$ cat config.mk
export PLATFORM = sky130hd
export DESIGN_NAME = ram_pattern_tester
export DESIGN_NICKNAME = d
export VERILOG_FILES = /design/src/rtl/ram_pattern_tester_pkg.sv /design/src/rtl/ram_pattern_tester.sv
export SDC_FILE = /design/constraint.sdc
export NUM_CORES = 1
export LEC_CHECK = 0
export ABC_CLOCK_PERIOD_IN_PS = 2650
export CAP_MARGIN = 20
export CORE_UTILIZATION = 35
export CTS_BUF_LIST = sky130_fd_sc_hd__clkbuf_8 sky130_fd_sc_hd__clkbuf_16
export DETAILED_ROUTE_END_ITERATION = 10
export SETUP_SLACK_MARGIN = 0.1
export SYNTH_ARGS = -nofsm -noshare
export SYNTH_HDL_FRONTEND = slang
export SYNTH_SLANG_ARGS = --single-unit
export TNS_END_PERCENT = 50
$ cat constraint.sdc
create_clock -name clk -period 2.65 [get_ports clk]
set_input_delay 0.53 -clock clk [delete_from_list [all_inputs] [get_ports clk]]
set_output_delay 0.53 -clock clk [all_outputs]
set_load 0.01 [all_outputs]
$ cat src/rtl/ram_pattern_tester_pkg.sv
// Shared types, widths and the address/seed test pattern for ram_pattern_tester.
package ram_pattern_tester_pkg;

  localparam int unsigned ERR_CNT_WIDTH = 16;
  // Working width of the pattern function; data and address widths up to this are supported.
  localparam int unsigned PAT_W = 32;

  typedef enum logic [2:0] {
    ST_IDLE  = 3'd0,
    ST_WRITE = 3'd1,
    ST_READ  = 3'd2,
    ST_DRAIN = 3'd3,
    ST_DONE  = 3'd4
  } state_t;

  // Pattern word for an address: address zero-extended, XOR seed; caller truncates.
  function automatic logic [PAT_W-1:0] pattern_word(input logic [PAT_W-1:0] a,
                                                    input logic [PAT_W-1:0] s);
    return a ^ s;
  endfunction

endpackage

$ cat src/rtl/ram_pattern_tester.sv
// Write a seeded address pattern over the whole RAM, read it back, count mismatches.
module ram_pattern_tester
  import ram_pattern_tester_pkg::*;
#(
  parameter int unsigned DATA_WIDTH     = 8,
  parameter int unsigned ADDR_WIDTH     = 8,
  parameter int unsigned TIMEOUT_CYCLES = 64
) (
  input  logic                     clk,
  input  logic                     rst_n,
  input  logic                     start,
  input  logic [DATA_WIDTH-1:0]    seed,
  output logic                     busy,
  output logic                     done,
  output logic                     pass,
  output logic [ERR_CNT_WIDTH-1:0] err_count,
  output logic [ADDR_WIDTH-1:0]    first_err_addr,
  output logic                     timeout,
  output logic                     ram_wr_en,
  output logic [ADDR_WIDTH-1:0]    ram_wr_addr,
  output logic [DATA_WIDTH-1:0]    ram_wr_data,
  output logic                     ram_rd_en,
  output logic [ADDR_WIDTH-1:0]    ram_rd_addr,
  input  logic [DATA_WIDTH-1:0]    ram_rd_data,
  input  logic                     ram_rd_data_valid
);

  // Expected-address counter needs one extra bit: its MSB marks "all responses received".
  localparam int unsigned EXP_W   = ADDR_WIDTH + 1;
  localparam int unsigned DRAIN_W = $clog2(TIMEOUT_CYCLES + 1);

  state_t                   state_q, state_d;
  logic [DATA_WIDTH-1:0]    seed_q, seed_d;
  logic [ADDR_WIDTH-1:0]    addr_q, addr_d, addr_inc;
  logic [EXP_W-1:0]         exp_q, exp_d;
  logic [DRAIN_W-1:0]       drain_q, drain_d;
  logic [ERR_CNT_WIDTH-1:0] err_d;
  logic [ADDR_WIDTH-1:0]    first_d;
  logic                     timeout_d, busy_d, done_d, pass_d;
  logic                     wr_en_d, rd_en_d;
  logic [ADDR_WIDTH-1:0]    wr_addr_d, rd_addr_d;
  logic [DATA_WIDTH-1:0]    wr_data_d;
  logic [DATA_WIDTH-1:0]    exp_data;

  assign addr_inc = addr_q + ADDR_WIDTH'(1);
  assign exp_data = DATA_WIDTH'(pattern_word(PAT_W'(exp_q[ADDR_WIDTH-1:0]), PAT_W'(seed_q)));

  // State, counters and every output are registered here.
  always_ff @(posedge clk or negedge rst_n) begin
    if (!rst_n) begin
      state_q        <= ST_IDLE;
      seed_q         <= '0;
      addr_q         <= '0;
      exp_q          <= '0;
      drain_q        <= '0;
      err_count      <= '0;
      first_err_addr <= '0;
      timeout        <= 1'b0;
      busy           <= 1'b0;
      done           <= 1'b0;
      pass           <= 1'b0;
      ram_wr_en      <= 1'b0;
      ram_wr_addr    <= '0;
      ram_wr_data    <= '0;
      ram_rd_en      <= 1'b0;
      ram_rd_addr    <= '0;
    end else begin
      state_q        <= state_d;
      seed_q         <= seed_d;
      addr_q         <= addr_d;
      exp_q          <= exp_d;
      drain_q        <= drain_d;
      err_count      <= err_d;
      first_err_addr <= first_d;
      timeout        <= timeout_d;
      busy           <= busy_d;
      done           <= done_d;
      pass           <= pass_d;
      ram_wr_en      <= wr_en_d;
      ram_wr_addr    <= wr_addr_d;
      ram_wr_data    <= wr_data_d;
      ram_rd_en      <= rd_en_d;
      ram_rd_addr    <= rd_addr_d;
    end
  end

  // Next state, response checking and next values of the registered outputs.
  always_comb begin
    state_d   = state_q;
    seed_d    = seed_q;
    addr_d    = addr_q;
    exp_d     = exp_q;
    drain_d   = drain_q;
    err_d     = err_count;
    first_d   = first_err_addr;
    timeout_d = timeout;
    wr_en_d   = 1'b0;
    wr_addr_d = ram_wr_addr;
    wr_data_d = ram_wr_data;
    rd_en_d   = 1'b0;
    rd_addr_d = ram_rd_addr;

    // Read returns are in order, so the Nth valid belongs to address N; extras are dropped.
    if ((state_q == ST_READ || state_q == ST_DRAIN) && ram_rd_data_valid && !exp_q[ADDR_WIDTH]) begin
      exp_d = exp_q + EXP_W'(1);
      if (ram_rd_data != exp_data) begin
        if (err_count != '1) err_d = err_count + ERR_CNT_WIDTH'(1);
        if (err_count == '0) first_d = exp_q[ADDR_WIDTH-1:0];
      end
    end

    case (state_q)
      ST_IDLE, ST_DONE: begin
        if (start) begin
          state_d   = ST_WRITE;
          seed_d    = seed;
          addr_d    = '0;
          exp_d     = '0;
          drain_d   = '0;
          err_d     = '0;
          first_d   = '0;
          timeout_d = 1'b0;
          wr_en_d   = 1'b1;
          wr_addr_d = '0;
          wr_data_d = DATA_WIDTH'(pattern_word(PAT_W'(0), PAT_W'(seed)));
        end
      end
      ST_WRITE: begin
        if (addr_q == '1) begin
          state_d   = ST_READ;
          addr_d    = '0;
          rd_en_d   = 1'b1;
          rd_addr_d = '0;
        end else begin
          addr_d    = addr_inc;
          wr_en_d   = 1'b1;
          wr_addr_d = addr_inc;
          wr_data_d = DATA_WIDTH'(pattern_word(PAT_W'(addr_inc), PAT_W'(seed_q)));
        end
      end
      ST_READ: begin
        if (addr_q == '1) begin
          state_d = ST_DRAIN;
          drain_d = '0;
        end else begin
          addr_d    = addr_inc;
          rd_en_d   = 1'b1;
          rd_addr_d = addr_inc;
        end
      end
      ST_DRAIN: begin
        drain_d = drain_q + DRAIN_W'(1);
        if (exp_d[ADDR_WIDTH]) begin
          state_d = ST_DONE;
        end else if (drain_q == DRAIN_W'(TIMEOUT_CYCLES - 1)) begin
          timeout_d = 1'b1;
          state_d   = ST_DONE;
        end
      end
      default: state_d = ST_IDLE;
    endcase

    busy_d = (state_d == ST_WRITE) || (state_d == ST_READ) || (state_d == ST_DRAIN);
    done_d = (state_d == ST_DONE);
    pass_d = done_d && (err_d == '0) && !timeout_d;
  end

endmodule

==> results of run 1 <==
cell type report:
type	instances	area [um2]
clock buffers	11	253
flip-flops and latches	89	2230
multi-input cells	357	2230
fillers	1193	6610
repair buffers	113	1040
well taps	172	215
inverters	9	33.8
clock inverters	5	55.1
cell families (layout without fill, tap and decap cells):
logic type	after synthesis	count (layout)
AOI/OAI and AO/OA	87	87
xor gates and xnor gates	39	39
muxes	12	12
and+or+nand+nor	214	214
adders and majority gates	5	5
buffers and inverters	30	138
DFF	89	89
per-stage QoR:
| step | power (mW) | setup WS (ps) |
|---|---|---|
| global placement | 3.28 | -62.8 |
| floorplan | 2.69 | 429 |
| finish | 4.60 | 240 |
| CTS | 4.65 | 139 |
| detailed placement | 3.32 | -223 |
| global route | 4.88 | 42.9 |
cell usage in the layout, fill, tap and decap left out, types with 6 or more instances in the layout:
master,netlist,final
a21oi_1,7,6
a31oi_1,12,12
and2_1,6,6
and3_1,6,6
and4_1,6,6
buf_4,1,40
clkbuf_16,0,9
clkdlybuf4s50_1,0,72
dfrtp_1,89,89
inv_1,8,9
mux2i_1,12,12
nand2_1,69,69
nand2b_1,10,10
nand3_1,19,19
nand4_1,13,13
nor2_1,57,56
nor3_1,8,8
o21ai_0,38,38
o21ai_1,8,8
xnor2_1,18,18
xnor3_1,8,8
xor2_1,13,13
registers in the layout, summed over array words and instances, names as in the netlist:
name,flops
seed_q,8
pass,1
addr_q,8
state_q,3
drain_q,7
ram_wr_data,8
exp_q,9
done,1
err_count,16
ram_wr_en,1
timeout,1
ram_rd_en,1
first_err_addr,8
ram_rd_addr,8
busy,1
ram_wr_addr,8
report_power, final:
group          total (mW)  switching, mW  internal (mW)  leakage, nW
combinational        1.40          0.677          0.724         1.41
sequential           1.88          0.259           1.62         1.18
clock                1.32          0.541          0.779        0.153
how the worst min path moves through the flow:
stage | from | end | slack (ps) | cells after the start
2_1_floorplan | rst_n | addr_q[0] | 230 | 0
3_3_place_gp | ram_rd_addr[4] | ram_rd_addr[4] | 470 | 2
3_5_place_dp | ram_wr_addr[6] | ram_wr_addr[6] | 470 | 2
4_1_cts | rst_n | exp_q[6] | 280 | 1
5_1_grt | rst_n | first_err_addr[6] | 300 | 1
6_report | rst_n | first_err_addr[6] | 240 | 1
layer usage:
layer | wire length [um] | share of wire | up-vias
li1 | - | - | 1874
met1 | 5660 | 0.47 | 1872
met2 | 5470 | 0.46 | 108
met3 | 674 | 0.056 | 12
met4 | 200 | 0.017 | 0
met5 | 0 | 0 | -
==> metrics.md, run 1 <==
| Metric | Value |
|---|---|
| Largest family of logic cells by synthesized area | simple AND/OR/NAND/NOR gates |
| Final Util | 0.478 |
| Delay-heaviest family, CP | simple AND/OR/NAND/NOR gates |
| Via count | 3866 |
| Post-Route WL | around 12 mm |
| Max Buffers Root-to-Sink | 2 |
| Antenna Nets Post-Route | 0 |
| Yosys top cell by area | dfrtp_1 |
| Initial antenna violation count | 0 |
| Crit path launch | err_count[0] |
| Area Growth Syn to Fin | 32.7% |
| Most common cell in the netlist | dfrtp_1 |
| Reg2reg start | err_count[0] |
| DR iter-0 viols | 188 |
| R2R cell count | 10 |
| Initial Util | 0.360 |
| Num CTS Buffers | 9 |
| R2r setup slk | 240 ps |
| GPL Wtd Cong | 0.880 |
| Period utilisation layout | 0.910 |
| Worst Setup End Kind | flip-flop |
| Htree depth | 3 |
| DRC Markers | 0 |
| Hold Crit Class | input port to asynchronous set/reset pin |
| Mux share of post-synthesis cell area | 0.0263 |
| Dominant synthesized flop cell | dfrtp_1 |
| Placed Cells incl. Taps | 740 |
| Startpoint Class | flip-flop |
| Worst slew margin | 0.514 |
| Tmin final | 2410 ps |
| Critical-path cell list | ha_1, nand3_1, nor2_1, buf_4, and4_1, buf_4, or4_1, a21oi_2, a2111oi_2, and4_1 |
| Final setup violation count | 0 |
| WP data arrival | 2640 ps |
| Largest cells by area after synthesis | dfrtp_1, nand2_1, nor2_1 |
| # IOs | 74 |
| Final non-filler cell total | roughly 760 |
| Synth warnings | 0 |
| Final nets | 604 |
| Met2 Track Usage GR | 0.286 |
| Post-Synth XOR/XNOR Area | 0.0990 |
| RSZ-0062 raised after global routing | no |
| DR pass1 iterations | 5 |
| Synthesized cell area | around 0.0046 mm2 |
| Synth top cells by count | dfrtp_1, nand2_1, nor2_1 |
| LEAKAGE | 2.74 nW |
| Die Area | around 0.014 mm2 |
| Gr busiest metal | met2 |
| Share of the synthesized area in the top cell type | 0.488 |
| Outcome | finished clean |
| Max rail drop VDD | 337 uV |
| Post-synth cell types | 54 |
| Mapped Cells | approximately 480 |
| Chip height | approximately 120 um |
| Synth Area in Compound Gates | 0.115 |
| Vias in the first global route | 3623 |
| Simple-gate portion of the synthesized area | 0.227 |
| # diodes | 0 |
| Met3 usage | 0.0446 |
| Post-DP HPWL | 8.95 mm |
| Max Clock Skew | 6.78 ps |
| Port Buffers | 73 |
| Layout cells sized above 1 | 0.122 |
| MaxCap Viol Count | 0 |
| Final Hold Viols | 0 |
| Post-DP Area | 0.00572 mm2 |
| First-pass GRT wire length | 19.2 mm |
| Post_cts resized | 0 |
| Post-CTS Setup Bufs | 0 |
| Die Span X | 116 um |
| Critical Path End | pass |
| Design Area, Final | 0.00606 mm2 |
| Setup CP Type | flip-flop to flip-flop |
| CTS root buf | clkbuf_16 |
| Slew @ Worst Pin | 729 ps |
| Clock transition at path regs | 60 ps |
| Post-synthesis adder-cell area fraction | 0.0137 |
| TNS Setup | 0 ps |
| WP buf/inv | 2 |
| Crit Path Max Fanout | 7 |
| Sequential share of the synthesized area | 0.488 |
| Pwr Density | 760 mW/mm2 |
| Largest net degree at the start of global routing | 55 |
| Syn Nets | ~500 |
| FMAX | 0.415 GHz |
| CP required | 2880 ps |
| Pins over their slew limit | 0 |
| # rows | 41 |
| Worst-Skew Late Latency | 340 ps |
| Tot GR Track Use | 0.190 |
| Synth async-reset ratio | 1.00 |
| CTS tree | yes |
| Cell depth of the worst setup path | 10 |
| Vias per Instance | 5.11 |
| Remaining global-route overflow | 0 |
| Clk sinks | 89 |
| Crit-path max cell delay | ~500 ps |
| CTS hold repair buffers | 0 |
| Post-synth EDFFs | 0 |
| Hold slack | 243 ps |
| Avg Inst Size Synth | between 9 and 10 um2 |
| R2R Path End | pass |
| Core region area | 0.0127 mm2 |
| WL/cell | 15.9 um |
| Flops & latches, synth | 89 |
| Worst path slowest cell | or4_1 |
| GRT met1 Usage | 0.269 |
No activity file was read; power rests on OpenSTA's default activity.
==> inputs of run 2 (changes only) <==
--- a/config.mk
+++ b/config.mk
@@ -8,7 +8,8 @@
 export ABC_CLOCK_PERIOD_IN_PS = 2650
 export CAP_MARGIN = 20
 export CORE_UTILIZATION = 35
-export CTS_BUF_LIST = sky130_fd_sc_hd__clkbuf_8 sky130_fd_sc_hd__clkbuf_16
+export CTS_BUF_LIST = sky130_fd_sc_hd__clkbuf_8
+export CTS_CLUSTER_DIAMETER = 50
 export DETAILED_ROUTE_END_ITERATION = 10
 export SETUP_SLACK_MARGIN = 0.1
 export SYNTH_ARGS = -nofsm -noshare
==> run 2 against run 1 <==
Via count shrank 0.13%. Clock skew decreased by 0.82 ps. Die area did not move. Global-route usage decreased by 0.067 points. Worst setup slack improved by 60 ps. Wire length about the same. Utilization is 0.78 points lower. Register-to-register slack improved by 60 ps. Largest cell class unchanged. Largest power group unchanged.
==> metrics.md, run 2 (synthesized netlist as in run 1, its figures left out) <==
| Metric | Value |
|---|---|
| Pint | 2.83 mW |
| Max Clock Skew | 5.96 ps |
| # IOs | 74 |
| Startpoint Class | flip-flop |
| Tmin final | 2350 ps |
| Sw power | 1.44 mW |
| Combinational share of power | 0.329 |
| Core region area | 0.0127 mm2 |
| Initial antenna violation count | 0 |
| Final Util | 0.470 |
| Most common cell after layout, fill and taps aside | dfrtp_1 |
| Vias per Instance | between 5 and 6 |
| RSZ-0062 raised after global routing | no |
| Post-DP HPWL | 8.95 mm |
| GPL Wtd Cong | 0.880 |
| CP required | 2920 ps |
| Hold Crit Class | input port to asynchronous set/reset pin |
| Filler instances | between 1000 and 1500 |
| Num CTS Buffers | 9 |
| MaxCap Viol Count | 0 |
| Chip height | ~120 um |
| CTS hold repair buffers | 0 |
| Layout cells sized above 1 | 0.123 |
| Final nets | 604 |
| Max rail drop VDD | 287 uV |
| DR pass1 iterations | 6 |
| # rows | 41 |
| Slew @ Worst Pin | 724 ps |
| Largest net degree at the start of global routing | 55 |
| Setup ws final | 300 ps |
| WP data arrival | 2620 ps |
| Final Hold Viols | 0 |
| Antenna Nets Post-Route | 0 |
| Vias in the first global route | 3641 |
| Dpl ws | -223 ps |
| Period utilisation layout | 0.887 |
| Setup CP Type | flip-flop to flip-flop |
| Area Growth Syn to Fin | 30.6% |
| Via count | 3861 |
| WL/cell | approximately 16 um |
| Worst Setup End Kind | flip-flop |
| Post-Route WL | 12.0 mm |
| Share of power burned in registers | 0.441 |
| Port Buffers | 73 |
| DR iter-0 viols | just under 200 |
| Register area | 0.00223 mm2 |
| DRC Markers | 0 |
| Die Area | 0.0135 mm2 |
| Pwr Density | 716 mW/mm2 |
| LEAKAGE | 2.69 nW |
| Multi-input logic area | 0.00224 mm2 |
| FMAX | 0.425 GHz |
| Remaining global-route overflow | 0 |
| Max Buffers Root-to-Sink | 2 |
| Max FFs per register | 16 |
| Pins over their slew limit | 0 |
| Largest register by flop count | err_count |
| Initial Util | 0.360 |
| Clock transition at path regs | 90 ps |
| CTS root buf | clkbuf_8 |
| Share of power burned in the clock network | 0.230 |
| Worst-Skew Late Latency | approximately 370 ps |
| # diodes | 0 |
| Outcome | finished clean |
| CTS tree | yes |
| Crit Path Max Fanout | 7 |
| Most frequent cells in the layout | dfrtp_1, clkdlybuf4s50_1, nand2_1 |
| Htree depth | 3 |
| Largest regs | err_count x16, exp_q x9 |
| Clk sinks | 89 |
| First-pass GRT wire length | 19.2 mm |
| Worst slew margin | 0.517 |
| Final setup violation count | 0 |
| Switching Fraction | 0.337 |
| Tot GR Track Use | 0.190 |
| Die Span X | 116 um |
## run 2: path summary, 6_finish.rpt
check	start	cells after the start	slack (ps)	endpoint
setup / recovery	err_count[0]	10	300	pass
hold / removal	rst_n	1	210	first_err_addr[6]
setup reg to reg	err_count[0]	10	300	pass
hold reg to reg	ram_wr_addr[6]	2	490	ram_wr_addr[6]
max in group asynchronous	rst_n	2	1780	ram_wr_addr[0]
min in group clk	ram_wr_addr[6]	2	490	ram_wr_addr[6]
## run 2: timing repair
item,CTS,global route
endpoints found under the setup margin,0,2
setup buffers,0,0
resized for setup,0,7
## run 2: power by group through the flow
stage	logic, mW	clock network [mW]	registers, mW
floorplan	0.799	0	1.89
global placement	1.38	0	1.90
finish	1.40	0.980	1.88
CTS	1.42	1.01	1.89
global route	1.56	1.06	1.91
detailed placement	1.41	0	1.91
## run 2: final cells by class
class | count | share of cell area
Clock buffer | 11 | 0.0254
Clock inverter | 5 | 0.00924
Inverter | 9 | 0.00567
Multi-Input combinational cell | 357 | 0.375
Sequential cell | 89 | 0.374
Tap cell | 172 | 0.0361
Timing Repair Buffer | 113 | 0.175
## run 2: through the flow
step | area (um2) | setup TNS [ps] | instances | hold slack, ps | total power [mW]
finish | 5960 | 0 | 756 | 206 | 4.26
global route | 5960 | 0 | 756 | 257 | 4.54
floorplan | 4560 | 0 | 476 | 234 | 2.69
global placement | 5720 | -71.3 | 740 | 475 | 3.28
detailed placement | 5720 | -361 | 740 | 475 | 3.32
CTS | 5930 | 0 | 756 | 237 | 4.31
## run 2: routing by layer
| metal | global-route usage | vias to the layer above | share of wire |
|---|---|---|---|
| li1 | - | 1869 | - |
| met1 | 0.266 | 1873 | 0.47 |
| met2 | 0.287 | 102 | 0.46 |
| met3 | 0.0363 | 17 | 0.052 |
| met4 | 0.0795 | 0 | 0.021 |
| met5 | 0 | - | 0 |
## run 2: worst max-delay path, stage by stage (launching register included)
cell,delay [ps]
dfrtp_1,390
ha_2,220
nand3_1,130
nor2_1,50
buf_4,150
and4_1,190
buf_4,160
or4_1,500
a21oi_2,190
a2111oi_2,70
and4_1,200
==> inputs of run 3 (changes only) <==
--- a/config.mk
+++ b/config.mk
@@ -5,12 +5,14 @@
 export SDC_FILE = /design/constraint.sdc
 export NUM_CORES = 1
 export LEC_CHECK = 0
-export ABC_CLOCK_PERIOD_IN_PS = 2650
+export ABC_CLOCK_PERIOD_IN_PS = 2150
 export CAP_MARGIN = 20
 export CORE_UTILIZATION = 35
 export CTS_BUF_LIST = sky130_fd_sc_hd__clkbuf_8
 export CTS_CLUSTER_DIAMETER = 50
+export CTS_CLUSTER_SIZE = 8
 export DETAILED_ROUTE_END_ITERATION = 10
+export MAX_ROUTING_LAYER = met4
 export SETUP_SLACK_MARGIN = 0.1
 export SYNTH_ARGS = -nofsm -noshare
 export SYNTH_HDL_FRONTEND = slang
==> constraint.sdc (replaced) <==
create_clock -name clk -period 2.15 [get_ports clk]
set_input_delay 0.43 -clock clk [delete_from_list [all_inputs] [get_ports clk]]
set_output_delay 0.43 -clock clk [all_outputs]
set_load 0.01 [all_outputs]
==> run 3 against run 2 <==
Count of clock-buffer cells in the layout shrank 2. Register-to-register slack lost 330 ps. Critical path type unchanged. Sequential cell count is the same. Sequential share of layout area shrank 3.0 points. Sequential power grew 20%. Utilization grew 4.2 points. The run now ends with setup timing left. Critical path depth shrank 2. Highest routed layer unchanged. Clock power grew 16%. Total power grew 26%. Final cell count grew 6.5%. Worst hold slack gained 280 ps.
==> metrics.md, run 3 (synthesized netlist as in run 1, its figures left out) <==
| Metric | Value |
|---|---|
| Hold Crit Class | flip-flop to flip-flop |
| R2r setup slk | -30 ps |
| Remaining global-route overflow | 0 |
| Tot GR Track Use | 0.202 |
| Worst path slowest cell | or4_4 |
| Via count | 4026 |
| Pwr Density | ~830 mW/mm2 |
| Area Growth Syn to Fin | 42.3% |
| Antenna Nets Post-Route | 0 |
| LEAKAGE | ~3 nW |
| Vias in the first global route | 3912 |
| # rows | 41 |
| WL/cell | about 15 um |
| Core region area | 0.0127 mm2 |
| FMAX | 0.459 GHz |
| # diodes | 0 |
| Hold Crit Start | ram_rd_addr[4] |
| Final setup violation count | 1 |
| First-pass GRT wire length | 20.3 mm |
| Hold path depth | 2 |
| Layout cells sized above 1 | 0.226 |
| Delay-heaviest family, CP | simple AND/OR/NAND/NOR gates |
| GPL Wtd Cong | 0.892 |
| Max Buffers Root-to-Sink | 2 |
| DR pass1 iterations | 6 |
| DR iter-0 viols | 273 |
| Die Span X | 116 um |
| Post-Route WL | 12.5 mm |
| Reg2reg start | seed_q[3] |
| Vias per Instance | approximately 5.0 |
| Worst-Skew Late Latency | 370 ps |
| Most frequent cells in the layout | dfrtp_1, buf_4, nand2_1 |
| Tot Pwr | 5.37 mW |
| WP data arrival | ~2500 ps |
| Max rail drop VDD | 290 uV |
| Final non-filler cell total | about 800 |
| Worst Hold Path EP | ram_rd_addr[4] |
| Startpoint Class | flip-flop |
| # IOs | 74 |
| Worst Setup End Kind | flip-flop |
| Clock transition at path regs | 100 ps |
| Htree depth | 3 |
| CP required | ~2500 ps |
| Critical-path cell list | xnor3_1, nand4_1, o21ai_4, buf_6, or4_4, o311a_1, a31oi_1, and4_1 |
| Largest register by flop count | err_count |
| MaxCap Viol Count | 0 |
| Post-DP HPWL | 9.20 mm |
| Tmin final | 2180 ps |
| Setup ws final | -27.7 ps |
| Most common cell after layout, fill and taps aside | dfrtp_1 |
| Initial antenna violation count | 0 |
| Largest net degree at the start of global routing | 43 |
| Final Hold Viols | 0 |
| CTS root buf | clkbuf_8 |
| Port Buffers | 73 |
| R2R cell count | 8 |
| Placed Cells incl. Taps | 774 |
| Outcome | complete, but fails checks |
| Final nets | 653 |
| TNS Setup | -27.7 ps |
| Die Area | roughly 0.014 mm2 |
| Crit-path max cell delay | 480 ps |
| Failing checks | setup timing |
| Worst slew margin | 0.690 |
| Initial Util | 0.360 |
| Chip height | approximately 120 um |
| Largest regs | err_count x16, exp_q x9 |
| RSZ-0062 raised after global routing | yes |
| Slew @ Worst Pin | 460 ps |
| R2R Path End | pass |
| CTS tree | yes |
| WP buf/inv | 1 |
| DRC Markers | 0 |
| Period utilisation layout | 1.01 |
| Max Clock Skew | 9.32 ps |
| Crit Path Max Fanout | 7 |
| Num CTS Buffers | 9 |
| Clk sinks | 89 |
| Pins over their slew limit | 0 |
| Max FFs per register | 16 |
| Setup CP Type | flip-flop to flip-flop |
[run 3: cell type report]
cell class / instances / area (um2)
multi-input cells: 357 / 2370
fillers: 1163 / 6170
clock inverters: 7 / 72.6
inverters: 9 / 33.8
clock buffers: 9 / 124
flip-flops and latches: 89 / 2230
well taps: 172 / 215
repair buffers: 162 / 1450
[run 3: timing repair]
action                                  4_1_cts  5_1_grt
buffers inserted                              1       14
endpoints found under the setup margin       16       40
pin swaps                                     4       28
hold buffers                                  1        0
resized for setup                             8       35
hold endpoints to repair                     27        0
[run 3: worst register-to-register path: cells and delay by family, from the launching register on]
| kind | cells | cell delay, ps |
|---|---|---|
| AOI/OAI and AO/OA | 3 | 360 |
| xor gates and xnor gates | 1 | 350 |
| buffers and inverters | 1 | 140 |
| DFF | 1 | 420 |
| and+or+nand+nor | 3 | 860 |
[run 3: per-layer routing]
metal,up-vias,track usage,part of all wire
li1,1966,-,-
met1,1970,0.274,0.47
met2,79,0.311,0.48
met3,11,0.0374,0.033
met4,0,0.0547,0.0095
met5,-,-,0
[run 3: through the flow]
stage	setup WS, ps	util	hold WS, ps	instance area [um2]
floorplan	88.8	-	134	4610
global placement	-555	0.475	397	6010
detailed placement	-638	0.475	398	6010
CTS	-70.0	0.494	496	6260
global route	-206	0.513	511	6500
finish	-27.7	0.513	489	6500
[run 3: power breakdown]
group	internal [mW]	switching [mW]	leakage [nW]
combinational	1.05	0.919	1.72
clock	0.456	0.689	0.0970
sequential	2.00	0.251	1.17
total	3.51	1.86	3.00
[run 3: worst max-delay path by stage]
stage	startpoint	endpoint	cells past startpoint
after floorplan	err_count[5]	pass	9
after global placement	ram_rd_data[4]	pass	8
after detailed placement	ram_rd_data[4]	pass	8
after CTS	exp_q[3]	pass	7
after global routing	seed_q[6]	pass	8
final	seed_q[3]	pass	8
